`src/rtl/pe_array_sequencer_if.sv`:
```
// Host <-> sequencer bundle for pe_array_sequencer.
// Optional macro SEQ_MASK_EN adds the pe_mask field (per-PE enable mask).
interface pe_array_sequencer_if #(
  parameter int LENGTH = 32
);
  logic              start;
  logic [31:0]       instruction;
`ifdef SEQ_MASK_EN
  logic [LENGTH-1:0] pe_mask;
`endif
  logic              busy;
  logic              done;
  logic              err;
  logic [LENGTH-1:0] pe_en;
  logic [5:0]        pe_opcode;
  logic [4:0]        pe_rs;
  logic [4:0]        pe_rt;
  logic [4:0]        pe_rd;
  logic              pe_we;

`ifdef SEQ_MASK_EN
  modport master (
    output start, instruction, pe_mask,
    input  busy, done, err, pe_en, pe_opcode, pe_rs, pe_rt, pe_rd, pe_we
  );
  modport slave (
    input  start, instruction, pe_mask,
    output busy, done, err, pe_en, pe_opcode, pe_rs, pe_rt, pe_rd, pe_we
  );
`else
  modport master (
    output start, instruction,
    input  busy, done, err, pe_en, pe_opcode, pe_rs, pe_rt, pe_rd, pe_we
  );
  modport slave (
    input  start, instruction,
    output busy, done, err, pe_en, pe_opcode, pe_rs, pe_rt, pe_rd, pe_we
  );
`endif
endinterface

```
`src/rtl/pe_array_sequencer.sv`:
```
// Issue controller: accepts one instruction per start edge, decodes it and
// broadcasts it to the PE array GROUP PEs per beat, stretching beats for
// multiply-class opcodes. Optional macro SEQ_MASK_EN adds a per-PE mask that
// gates pe_en and skips groups whose mask slice is empty.
module pe_array_sequencer #(
  parameter int SIZE    = 5,
  parameter int LENGTH  = 32,
  parameter int GROUP   = 8,
  parameter int MUL_LAT = 3
) (
  input logic                  clk,
  input logic                  reset,
  pe_array_sequencer_if.slave  bus
);

  localparam int NGRP = LENGTH / GROUP;
  localparam int BW   = (NGRP > 1) ? $clog2(NGRP) : 1;
  localparam int CW   = $clog2(MUL_LAT + 1);

  typedef enum logic [1:0] {
    S_IDLE,
    S_DECODE,
    S_ISSUE,
    S_DONE
  } state_t;

  state_t            state_q, state_d;
  logic              start_q, start_d;
  logic [BW-1:0]     beat_q, beat_d;
  logic [CW-1:0]     cyc_q, cyc_d;
  logic [CW-1:0]     len_q, len_d;
  logic              err_q, err_d;
  logic [5:0]        op_q, op_d;
  logic [4:0]        rs_q, rs_d;
  logic [4:0]        rt_q, rt_d;
  logic [4:0]        rd_q, rd_d;
  logic [LENGTH-1:0] mask_q, mask_d;

  logic [NGRP-1:0]   grp_vld;
  logic [BW:0]       nxt_grp;
  int                search_from;
  logic              accept;
  logic              last_cyc;
  logic [SIZE-1:0]   base_addr;
  logic [LENGTH-1:0] grp_ones;
  logic              unused_instr_bits;

  assign unused_instr_bits = ^bus.instruction[10:0];

  // Lowest group index >= from whose valid bit is set; MSB flags a hit.
  function automatic logic [BW:0] find_grp(input logic [NGRP-1:0] vld, input int from);
    logic [BW:0] res;
    res = '0;
    for (int g = NGRP - 1; g >= 0; g--) begin
      if (vld[g] && (g >= from)) res = {1'b1, BW'(g)};
    end
    return res;
  endfunction

  // Which groups take part in the issue sequence.
  always_comb begin
    grp_vld = '1;
`ifdef SEQ_MASK_EN
    for (int g = 0; g < NGRP; g++) grp_vld[g] = |mask_q[g*GROUP +: GROUP];
`endif
  end

  assign accept      = (state_q == S_IDLE) && bus.start && !start_q;
  assign last_cyc    = (cyc_q == len_q - CW'(1));
  assign search_from = (state_q == S_ISSUE) ? int'(beat_q) + 1 : 0;
  assign nxt_grp     = find_grp(grp_vld, search_from);

  // Next-state logic: edge detect, decode, beat/cycle sequencing.
  always_comb begin
    state_d = state_q;
    start_d = bus.start;
    beat_d  = beat_q;
    cyc_d   = cyc_q;
    len_d   = len_q;
    err_d   = err_q;
    op_d    = op_q;
    rs_d    = rs_q;
    rt_d    = rt_q;
    rd_d    = rd_q;
    mask_d  = mask_q;
    case (state_q)
      S_IDLE: begin
        if (accept) begin
          op_d    = bus.instruction[31:26];
          rs_d    = bus.instruction[25:21];
          rt_d    = bus.instruction[20:16];
          rd_d    = bus.instruction[15:11];
          err_d   = 1'b0;
`ifdef SEQ_MASK_EN
          mask_d  = bus.pe_mask;
`else
          mask_d  = '1;
`endif
          state_d = S_DECODE;
        end
      end
      S_DECODE: begin
        beat_d = '0;
        cyc_d  = '0;
        if (op_q == 6'h00) begin
          state_d = S_DONE;
        end else if (op_q[5:4] != 2'b00) begin
          err_d   = 1'b1;
          state_d = S_DONE;
        end else begin
          len_d = op_q[3] ? CW'(MUL_LAT) : CW'(1);
          // An empty mask leaves nothing to issue.
          if (nxt_grp[BW]) begin
            beat_d  = nxt_grp[BW-1:0];
            state_d = S_ISSUE;
          end else begin
            state_d = S_DONE;
          end
        end
      end
      S_ISSUE: begin
        if (last_cyc) begin
          cyc_d = '0;
          if (nxt_grp[BW]) begin
            beat_d = nxt_grp[BW-1:0];
          end else begin
            beat_d  = '0;
            state_d = S_DONE;
          end
        end else begin
          cyc_d = cyc_q + CW'(1);
        end
      end
      default: begin
        beat_d  = '0;
        state_d = S_IDLE;
      end
    endcase
  end

  // State register; reset abandons any beat in flight.
  always_ff @(posedge clk) begin
    if (reset) begin
      state_q <= S_IDLE;
      start_q <= 1'b0;
      beat_q  <= '0;
      cyc_q   <= '0;
      len_q   <= '0;
      err_q   <= 1'b0;
      op_q    <= '0;
      rs_q    <= '0;
      rt_q    <= '0;
      rd_q    <= '0;
      mask_q  <= '0;
    end else begin
      state_q <= state_d;
      start_q <= start_d;
      beat_q  <= beat_d;
      cyc_q   <= cyc_d;
      len_q   <= len_d;
      err_q   <= err_d;
      op_q    <= op_d;
      rs_q    <= rs_d;
      rt_q    <= rt_d;
      rd_q    <= rd_d;
      mask_q  <= mask_d;
    end
  end

  // First PE address of the current beat selects the enabled window.
  assign base_addr = SIZE'(int'(beat_q) * GROUP);
  assign grp_ones  = LENGTH'({GROUP{1'b1}});

  assign bus.busy      = (state_q != S_IDLE);
  assign bus.done      = (state_q == S_DONE);
  assign bus.err       = err_q;
  assign bus.pe_en     = (state_q == S_ISSUE) ? ((grp_ones << base_addr) & mask_q) : '0;
  assign bus.pe_we     = (state_q == S_ISSUE) && last_cyc;
  assign bus.pe_opcode = op_q;
  assign bus.pe_rs     = rs_q;
  assign bus.pe_rt     = rt_q;
  assign bus.pe_rd     = rd_q;

endmodule

```
`src/flat_wrapper.sv`:
```
// flat-port wrapper written by rule: the top's interface ports become plain ports
module pe_array_sequencer_flat 
#(
  parameter int SIZE    = 5,
  parameter int LENGTH  = 32,
  parameter int GROUP   = 8,
  parameter int MUL_LAT = 3
)
  (clk, reset, bus_start, bus_instruction, bus_busy, bus_done, bus_err, bus_pe_en, bus_pe_opcode, bus_pe_rs, bus_pe_rt, bus_pe_rd, bus_pe_we);
  pe_array_sequencer_if #(.LENGTH(LENGTH)) bus_i ();
  input logic clk;
  input logic reset;
  input wire logic [$bits(bus_i.start)-1:0] bus_start;
  input wire logic [$bits(bus_i.instruction)-1:0] bus_instruction;
  output wire logic [$bits(bus_i.busy)-1:0] bus_busy;
  output wire logic [$bits(bus_i.done)-1:0] bus_done;
  output wire logic [$bits(bus_i.err)-1:0] bus_err;
  output wire logic [$bits(bus_i.pe_en)-1:0] bus_pe_en;
  output wire logic [$bits(bus_i.pe_opcode)-1:0] bus_pe_opcode;
  output wire logic [$bits(bus_i.pe_rs)-1:0] bus_pe_rs;
  output wire logic [$bits(bus_i.pe_rt)-1:0] bus_pe_rt;
  output wire logic [$bits(bus_i.pe_rd)-1:0] bus_pe_rd;
  output wire logic [$bits(bus_i.pe_we)-1:0] bus_pe_we;
  assign bus_i.start = bus_start;
  assign bus_i.instruction = bus_instruction;
  assign bus_busy = bus_i.busy;
  assign bus_done = bus_i.done;
  assign bus_err = bus_i.err;
  assign bus_pe_en = bus_i.pe_en;
  assign bus_pe_opcode = bus_i.pe_opcode;
  assign bus_pe_rs = bus_i.pe_rs;
  assign bus_pe_rt = bus_i.pe_rt;
  assign bus_pe_rd = bus_i.pe_rd;
  assign bus_pe_we = bus_i.pe_we;
  pe_array_sequencer #(.SIZE(SIZE), .LENGTH(LENGTH), .GROUP(GROUP), .MUL_LAT(MUL_LAT)) u_core (.clk(clk), .reset(reset), .bus(bus_i));
endmodule
```
`config.mk`:
```
export PLATFORM = sky130hd
export DESIGN_NAME = pe_array_sequencer_flat
export DESIGN_NICKNAME = d
export VERILOG_FILES = /design/src/rtl/pe_array_sequencer_if.sv /design/src/rtl/pe_array_sequencer.sv /design/src/flat_wrapper.sv
export SDC_FILE = /design/constraint.sdc
export NUM_CORES = 1
export LEC_CHECK = 0
export ABC_AREA = 1
export BUFFER_PORTS_ARGS = -buffer_cell sky130_fd_sc_hd__buf_2
export CAP_MARGIN = 20
export CORE_MARGIN = 1.5
export CORE_UTILIZATION = 44
export DETAILED_ROUTE_END_ITERATION = 12
export PLACE_DENSITY = 0.77
export SYNTH_ARGS = -nofsm -noshare
export SYNTH_HDL_FRONTEND = slang
export SYNTH_SLANG_ARGS = --single-unit
```
`constraint.sdc`:
```
create_clock -name clk -period 1.95 [get_ports clk]
set_clock_uncertainty 0.15 [all_clocks]
set_input_delay 0.39 -clock clk [delete_from_list [all_inputs] [get_ports clk]]
set_output_delay 0.39 -clock clk [all_outputs]
set_load 0.03 [all_outputs]
```
==> impl_metrics.env, run 1 <==
export IMPL_insertion_delay_ns=0.28
export IMPL_crit_arrival_ns=1.38
export IMPL_cp_max_fo=8
export IMPL_min_from="bus_instruction[13]"
export IMPL_postCtsHoldBufs=0
export IMPL_crit_chain="inv_4, ha_4, nand2_4, nor2_4, buf_6"
export IMPL_grt_pass1_vias=1376
export IMPL_ys_types=19
export IMPL_path_clk_slew_ns=0.07
export IMPL_status="finished clean"
export IMPL_cts_tree="built"
export IMPL_grt_overflow=0
export IMPL_critPathRequiredTime_ns=1.41
export IMPL_grt_max_degree=24
export IMPL_finalPower_mw=2.93
export IMPL_tightest_slew_ns=0.379
export IMPL_cp_start_kind="register"
export IMPL_initial_core_util=0.471
export IMPL_drc=0
export IMPL_crit_buf_inv=2
export IMPL_path_delay_family="flip-flops"
export IMPL_worstSetupStartpoint="u_core.state_q[0]$_SDFFE_PP0P_"
export IMPL_p_leak_nw=1.08
export IMPL_drive_above_1_share=0.381
export IMPL_yosysWarningCount=0
export IMPL_syn_inst=221
export IMPL_die_x_um=63.7
export IMPL_grt_busiest_layer="met2"
export IMPL_slew_violations=0
export IMPL_setup_viol=0
export IMPL_use_met1=0.209
export IMPL_root_buffer="clkbuf_8"
export IMPL_vdd_drop_max_v=0.000698
export IMPL_fillers=323
export IMPL_placementRows=21
export IMPL_final_common_cell="buf_2"
export IMPL_grt_pass1_wl_um=5800
export IMPL_use_met2=0.305
export IMPL_crit_type="register to output port"
export IMPL_syn_cell_area_um2=1620
export IMPL_rsz0062_at_grt="yes"
export IMPL_coreArea_um2=3440
export IMPL_max_cap_violations=0
export IMPL_fin_nets=320
export IMPL_syn_area_per_cell_um2=7.34
export IMPL_crit_slowest_cell="dfxtp_2"
export IMPL_postCtsSetupBuffers=0
export IMPL_port_buffers=80
export IMPL_grt_usage=0.180
export IMPL_crit_path_end_kind="output port"
export IMPL_die_area_um2=4060
export IMPL_drt_iter0_drc=52
export IMPL_syn_to_final_growth_pct=27.8
export IMPL_dpl_hpwl_um=2410
export IMPL_cts_buffer_depth=2
export IMPL_via_per_inst=4.45
export IMPL_hp_class="primary input to register"
export IMPL_period_share=0.985
export IMPL_r2r_start="u_core.state_q[1]$_SDFFE_PP0P_"
export IMPL_mostFrequentLayoutCells="buf_2, nor2_1, dfxtp_1"
export IMPL_grt_use_met3=0.0475
export IMPL_seq_area_frac_synth=0.395
export IMPL_antenna_left=0
export IMPL_finalHoldViolCount=0
export IMPL_num_vias=1443
export IMPL_ff_latch_area_um2=643
export IMPL_synth_nets=264
export IMPL_cts_buffers_inserted=5
export IMPL_antenna_found_initial=0
export IMPL_clock_sinks=32
export IMPL_ys_ff_latch=32
export IMPL_fmax_ghz=0.521
export IMPL_fp_dieH_um=63.7
export IMPL_relSlewSlack=0.747
export IMPL_routed_wl_um=3390
export IMPL_critPathMaxStageDelay_ns=0.35
export IMPL_fin_ws_ns=0.0299
export IMPL_antenna_cells=0
export IMPL_place_ws_ns=0.174
export IMPL_htreeDepth=2
export IMPL_gp_congestion=0.739
export IMPL_drt_pass1_iterations=4
export IMPL_num_io_pins=92
export IMPL_multi_input_area_um2=716
export IMPL_period_needed_ns=1.92
export IMPL_wl_per_cell_um=10.5
export IMPL_p_per_area_nw_per_um2=1410
[where the power goes]
group / internal (mW) / leakage (nW) / switching (mW)
Sequential: 0.823 / 0.264 / 0.120
Combinational: 0.486 / 0.768 / 0.979
Clock: 0.286 / 0.0445 / 0.239
Total: 1.59 / 1.08 / 1.34
[logic make-up after synthesis]
kind of cell | count (synthesis) | synth area share
adders and majority gates | 8 | 0.0617
AOI/OAI and AO/OA | 34 | 0.107
and+or+nand+nor | 95 | 0.241
buffers and inverters | 52 | 0.195
DFF | 32 | 0.395
[final timing paths]
check	end	slack (ns)	cells past startpoint
worst max register to register	u_core.bus.pe_opcode[0]$_SDFFE_PP0P_	0.21	8
worst min register to register	u_core.len_q[0]$_SDFFE_PP0P_	0.32	2
worst min-delay path	u_core.bus.pe_rd[2]$_SDFFE_PP0P_	0.19	3
worst max-delay path	bus_pe_en[10]	0.03	5
[synth_stat cells]
library cell  count  area share
o21ai_1           6       0.019
buf_6             1      0.0069
clkbuf_2          1      0.0031
ha_1              8       0.062
nor2_1           60        0.14
nand2_4           2       0.014
buf_4            30        0.14
clkbuf_1          2      0.0046
nand2_1          24       0.056
a21oi_2           1      0.0054
nand3b_1          1      0.0046
dfxtp_1          32        0.39
nor2_4            1      0.0069
a21oi_1          11       0.034
inv_1            15       0.035
o21ai_0          16       0.049
nand3_1           6       0.019
nor3_1            1      0.0031
inv_2             3      0.0069
[cell type report]
class | count | share of cell area
multi-input cells | 137 | 0.345
inverters | 18 | 0.0338
well taps | 46 | 0.0278
repair buffers | 83 | 0.238
clock inverters | 1 | 0.00362
flip-flops and latches | 32 | 0.310
clock buffers | 7 | 0.0416
[through the flow]
stage,hold slack [ns],util,instances,area (um2),setup TNS (ns)
2_1_floorplan,0.290,-,221,1630,-2.45
3_3_place_gp,0.300,0.542,316,1860,0
3_5_place_dp,0.313,0.542,316,1860,0
4_1_cts,0.187,0.585,324,2010,-0.102
5_1_grt,0.211,0.602,324,2070,-0.531
6_report,0.189,0.602,324,2070,0
[metal layers]
layer,vias up,part of all wire
li1,770,-
met1,607,0.42
met2,61,0.49
met3,5,0.076
met4,0,0.017
met5,-,0
[flip-flops by register name (all words and copies together) (netlist names)]
name and count:
u_core.bus.err 1, u_core.start_q 1, u_core.state_q 2, u_core.len_q 2, u_core.cyc_q 2, u_core.bus.pe_opcode 6, u_core.bus.pe_rs 5, u_core.bus.pe_rt 5
u_core.mask_q 1, u_core.bus.pe_rd 5, u_core.beat_q 2
[worst reg2reg max path, delay by kind of cell (launching register included)]
kind / cells / cell delay (ns)
fa+ha+maj: 1 / 0.24
flops: 1 / 0.35
buf+inv: 3 / 0.51
simple gates: 4 / 0.42
[timing repair]
| item | CTS | global route |
|---|---|---|
| pin swaps | 1 | 1 |
| resized for setup | 17 | 27 |
| endpoints found under the setup margin | 32 | 34 |
| endpoints found under the hold margin | 0 | 0 |
Power figures use the tool's default switching activity.
==> run 2: changes to the inputs <==
--- a/config.mk
+++ b/config.mk
@@ -11,7 +11,7 @@
 export CORE_MARGIN = 1.5
 export CORE_UTILIZATION = 44
 export DETAILED_ROUTE_END_ITERATION = 12
-export PLACE_DENSITY = 0.77
+export PLACE_DENSITY = 0.8
 export SYNTH_ARGS = -nofsm -noshare
 export SYNTH_HDL_FRONTEND = slang
 export SYNTH_SLANG_ARGS = --single-unit
==> impl_metrics.env, run 2 (synthesis results as in run 1) <==
export IMPL_status="finished clean"
export IMPL_holdPathEnd="u_core.bus.pe_opcode[0]$_SDFFE_PP0P_"
export IMPL_fin_nets=321
export IMPL_routed_wl_um=3350
export IMPL_p_sw_mw=1.37
export IMPL_die_area_um2=4060
export IMPL_hold_ws_ns=0.188
export IMPL_tightest_slew_ns=0.373
export IMPL_grt_usage=0.170
export IMPL_fin_tns_setup_ns=0
export IMPL_min_from="bus_instruction[26]"
export IMPL_drc=0
export IMPL_fillers=334
export IMPL_path_clk_slew_ns=0.07
export IMPL_ff2ff_setup_slack_ns=0.28
export IMPL_sequentialPowerShare=0.307
export IMPL_cts_buffers_inserted=5
export IMPL_crit_type="register to output port"
export IMPL_r2r_start="u_core.state_q[1]$_SDFFE_PP0P_"
export IMPL_cp_max_fo=6
export IMPL_finalPower_mw=3.06
export IMPL_min_path_cells=3
export IMPL_largest_register_ffs=6
export IMPL_grt_pass1_vias=1292
export IMPL_crit_path_end_kind="output port"
export IMPL_dp_cells=316
export IMPL_wl_per_cell_um=10.3
export IMPL_insertion_delay_ns=0.28
export IMPL_switching_share=0.448
export IMPL_dpl_hpwl_um=2380
export IMPL_clock_sinks=32
export IMPL_setup_viol=0
export IMPL_antenna_found_initial=0
export IMPL_htreeDepth=2
export IMPL_final_common_cell="buf_2"
export IMPL_antenna_cells=0
export IMPL_hp_class="primary input to register"
export IMPL_place_ws_ns=0.189
export IMPL_fp_dieH_um=63.7
export IMPL_clock_power_share=0.206
export IMPL_num_vias=1458
export IMPL_r2r_end="u_core.bus.pe_rt[3]$_SDFFE_PP0P_"
export IMPL_syn_to_final_growth_pct=30.4
export IMPL_cts_tree="built"
export IMPL_cp_start_kind="register"
export IMPL_num_io_pins=92
export IMPL_crit_arrival_ns=1.34
export IMPL_slew_violations=0
export IMPL_max_cap_violations=0
export IMPL_critPathRequiredTime_ns=1.41
export IMPL_grt_max_degree=23
export IMPL_grt_pass1_wl_um=5410
export IMPL_fmax_ghz=0.531
export IMPL_layoutNonFillerInstCount=325
export IMPL_mostFrequentLayoutCells="buf_2, nor2_1, dfxtp_1"
export IMPL_antenna_left=0
export IMPL_worstRegToRegCells=8
export IMPL_comb_power_share=0.487
export IMPL_grt_overflow=0
export IMPL_cts_buffer_depth=2
export IMPL_relSlewSlack=0.751
export IMPL_gp_congestion=0.822
export IMPL_placementRows=21
export IMPL_coreArea_um2=3440
export IMPL_finalHoldViolCount=0
export IMPL_p_leak_nw=1.09
export IMPL_period_share=0.967
export IMPL_initial_core_util=0.471
export IMPL_fin_ws_ns=0.0651
export IMPL_drt_iter0_drc=22
export IMPL_via_per_inst=4.49
export IMPL_period_needed_ns=1.88
export IMPL_vdd_drop_max_v=0.000657
export IMPL_root_buffer="clkbuf_8"
export IMPL_die_x_um=63.7
export IMPL_port_buffers=80
export IMPL_p_int_mw=1.69
export IMPL_p_per_area_nw_per_um2=1450
export IMPL_rsz0062_at_grt="no"
export IMPL_drive_above_1_share=0.394
export IMPL_drt_pass1_iterations=4
[run 2: layer usage]
metal | routed length [um] | share of wire | GRT usage
met4 | 55 | 0.016 | 0.0761
met2 | 1600 | 0.48 | 0.293
met3 | 272 | 0.081 | 0.0687
met5 | 0 | 0 | 0
met1 | 1420 | 0.42 | 0.183
[run 2: power by group through the flow]
stage          clock (mW)  combinational [mW]  sequential, mW
2_1_floorplan           0               0.920            1.12
3_5_place_dp            0                1.41           0.936
5_1_grt             0.673                1.64           0.962
3_3_place_gp            0                1.38           0.928
4_1_cts             0.638                1.47           0.940
6_report            0.629                1.49           0.940
[run 2: worst max path at each step]
stage,startpoint,end,slack [ns]
after floorplan,u_core.state_q[0]$_SDFFE_PP0P_,bus_pe_en[10],-0.09
after global placement,u_core.state_q[0]$_SDFFE_PP0P_,bus_pe_en[16],0.22
after detailed placement,u_core.state_q[0]$_SDFFE_PP0P_,bus_pe_en[18],0.19
after CTS,u_core.state_q[0]$_SDFFE_PP0P_,bus_pe_en[18],0.001
after global routing,u_core.beat_q[0]$_SDFFE_PP0P_,bus_pe_en[6],0.004
final,u_core.state_q[1]$_SDFFE_PP0P_,bus_busy,0.07
[run 2: worst max-delay path, stage by stage, from the launching register on]
cell and delay [ns]:
dfxtp_2 0.38, inv_1 0.07, ha_1 0.24, inv_2 0.15, buf_2 0.22
[run 2: through the flow]
| stage | instance area, um2 | util |
|---|---|---|
| after floorplan | 1630 | - |
| after global placement | 1880 | 0.545 |
| after detailed placement | 1880 | 0.545 |
| after CTS | 2090 | 0.608 |
| after global routing | 2120 | 0.615 |
| final | 2120 | 0.615 |
[run 2: final cells by class]
type,instances,area [um2],share of cell area
clock buffer,5,68.8,0.0325
clock inverter,3,42.5,0.0201
inverter,18,67.6,0.0319
multi-input combinational,137,727,0.344
sequential,32,644,0.305
tap,46,57.6,0.0272
timing repair buffer,84,508,0.240
[run 2: timing repair]
item | CTS | global route
hold buffers | 0 | 0
buffers inserted | 0 | 1
endpoints found under the setup margin | 32 | 10
resized for setup | 29 | 2
pin swaps | 2 | 1
gates cloned | 0 | 0
==> run 3: changes to the inputs <==
--- a/config.mk
+++ b/config.mk
@@ -11,6 +11,7 @@
 export CORE_MARGIN = 1.5
 export CORE_UTILIZATION = 44
 export DETAILED_ROUTE_END_ITERATION = 12
+export GPL_TIMING_DRIVEN = 0
 export PLACE_DENSITY = 0.8
 export SYNTH_ARGS = -nofsm -noshare
 export SYNTH_HDL_FRONTEND = slang
==> impl_metrics.env, run 3 (synthesis results as in run 1) <==
export IMPL_tightest_slew_ns=0.374
export IMPL_fp_dieH_um=63.7
export IMPL_grt_pass1_vias=1463
export IMPL_setup_viol=19
export IMPL_insertion_delay_ns=0.28
export IMPL_drt_pass1_iterations=4
export IMPL_crit_path_end_kind="output port"
export IMPL_finalHoldViolCount=0
export IMPL_num_vias=1607
export IMPL_finalPower_mw=3.21
export IMPL_grt_pass1_wl_um=6470
export IMPL_path_delay_family="buffers and inverters"
export IMPL_cts_tree="built"
export IMPL_critPathMaxStageDelay_ns=0.34
export IMPL_p_per_area_nw_per_um2=1290
export IMPL_dpl_hpwl_um=2510
export IMPL_antenna_cells=0
export IMPL_rsz0062_at_grt="yes"
export IMPL_critPathRequiredTime_ns=1.41
export IMPL_vdd_drop_max_v=0.000977
export IMPL_drt_iter0_drc=40
export IMPL_fin_nets=353
export IMPL_mostFrequentLayoutCells="nor2_1, buf_2, buf_6"
export IMPL_crit_arrival_ns=1.44
export IMPL_wl_per_cell_um=11.3
export IMPL_fin_ws_ns=-0.0324
export IMPL_antenna_left=0
export IMPL_fmax_ghz=0.504
export IMPL_crit_slowest_cell="dfxtp_2"
export IMPL_status="complete, but fails checks"
export IMPL_cp_start_kind="register"
export IMPL_crit_buf_inv=3
export IMPL_largest_register_ffs=6
export IMPL_grt_usage=0.205
export IMPL_max_cap_violations=0
export IMPL_crit_type="register to output port"
export IMPL_path_clk_slew_ns=0.06
export IMPL_routed_wl_um=4030
export IMPL_r2r_start="u_core.state_q[0]$_SDFFE_PP0P_"
export IMPL_utilization=0.723
export IMPL_p_leak_nw=1.27
export IMPL_sequentialPowerShare=0.298
export IMPL_hp_class="primary input to register"
export IMPL_root_buffer="clkbuf_8"
export IMPL_period_share=1.02
export IMPL_gp_congestion=0.727
export IMPL_cts_buffer_depth=2
export IMPL_switching_share=0.433
export IMPL_initial_core_util=0.471
export IMPL_comb_power_share=0.512
export IMPL_dp_cells=347
export IMPL_antenna_found_initial=0
export IMPL_postCtsHoldBufs=0
export IMPL_drc=0
export IMPL_via_per_inst=4.50
export IMPL_min_from="bus_instruction[26]"
export IMPL_syn_to_final_growth_pct=53.4
export IMPL_die_x_um=63.7
export IMPL_period_needed_ns=1.98
export IMPL_p_sw_mw=1.39
export IMPL_relSlewSlack=0.750
export IMPL_grt_overflow=0
export IMPL_ff2ff_setup_slack_ns=0.20
export IMPL_crit_chain="inv_2, ha_4, nand2_8, nor2_4, buf_4, buf_6"
export IMPL_clock_power_share=0.190
export IMPL_htreeDepth=2
export IMPL_slew_violations=0
export IMPL_finalInstanceArea_um2=2490
export IMPL_final_common_cell="nor2_1"
export IMPL_layoutNonFillerInstCount=357
export IMPL_num_io_pins=92
export IMPL_die_area_um2=4060
export IMPL_clock_sinks=32
export IMPL_port_buffers=80
export IMPL_grt_max_degree=11
export IMPL_p_int_mw=1.82
export IMPL_placementRows=21
export IMPL_coreArea_um2=3440
export IMPL_worstSetupStartpoint="u_core.state_q[0]$_SDFFE_PP0P_"
export IMPL_violations="negative setup slack"
export IMPL_cp_max_fo=8
export IMPL_place_area_um2=2090
export IMPL_hold_ws_ns=0.194
export IMPL_drive_above_1_share=0.466
export IMPL_cts_buffers_inserted=5
run 3: layout make-up:
type | count | area [um2]
Sequential cell | 32 | 648
Multi-Input combinational cell | 137 | 732
Fill cell | 268 | 952
Clock buffer | 6 | 72.6
Tap cell | 46 | 57.6
Clock inverter | 2 | 35.0
Timing Repair Buffer | 83 | 618
Inverter | 18 | 70.1
Buffer | 33 | 256
run 3: per-layer routing:
layer / up-vias / global-route usage / share of wire
li1: 842 / - / -
met4: 0 / 0.0652 / 0.0045
met5: - / 0 / 0
met2: 52 / 0.355 / 0.52
met1: 711 / 0.226 / 0.41
met3: 2 / 0.0845 / 0.063
run 3: worst paths after layout:
path                                           to  cells after the start
max                                  bus_pe_en[6]                      6
min          u_core.bus.pe_opcode[0]$_SDFFE_PP0P_                      3
max reg2reg      u_core.bus.pe_rd[0]$_SDFFE_PP0P_                     10
min reg2reg      u_core.bus.pe_rd[3]$_SDFFE_PP0P_                      2
run 3: through the flow:
stage | setup slack [ns] | TNS (ns)
2_1_floorplan | -0.0876 | -2.45
3_3_place_gp | -0.0772 | -2.06
3_5_place_dp | -0.137 | -3.73
4_1_cts | -0.00225 | -0.00803
5_1_grt | -0.0947 | -2.25
6_report | -0.0324 | -0.302
run 3: power by group through the flow:
stage	clock network [mW]	logic [mW]	registers (mW)
2_1_floorplan	0	0.920	1.12
3_3_place_gp	0	1.42	0.930
3_5_place_dp	0	1.44	0.936
4_1_cts	0.620	1.56	0.941
5_1_grt	0.657	1.82	0.976
6_report	0.609	1.64	0.955
run 3: repair_timing:
item / in CTS / in global routing
cloned: 0 / 0
pin swaps: 5 / 4
endpoints found under the setup margin: 33 / 35
gates resized for setup: 68 / 24
setup buffers: 2 / 1
run 3: tightest hold or removal path, cell delays in order:
cell     delay [ns]
buf_2          0.07
o21ai_1        0.05
nor2_1         0.07
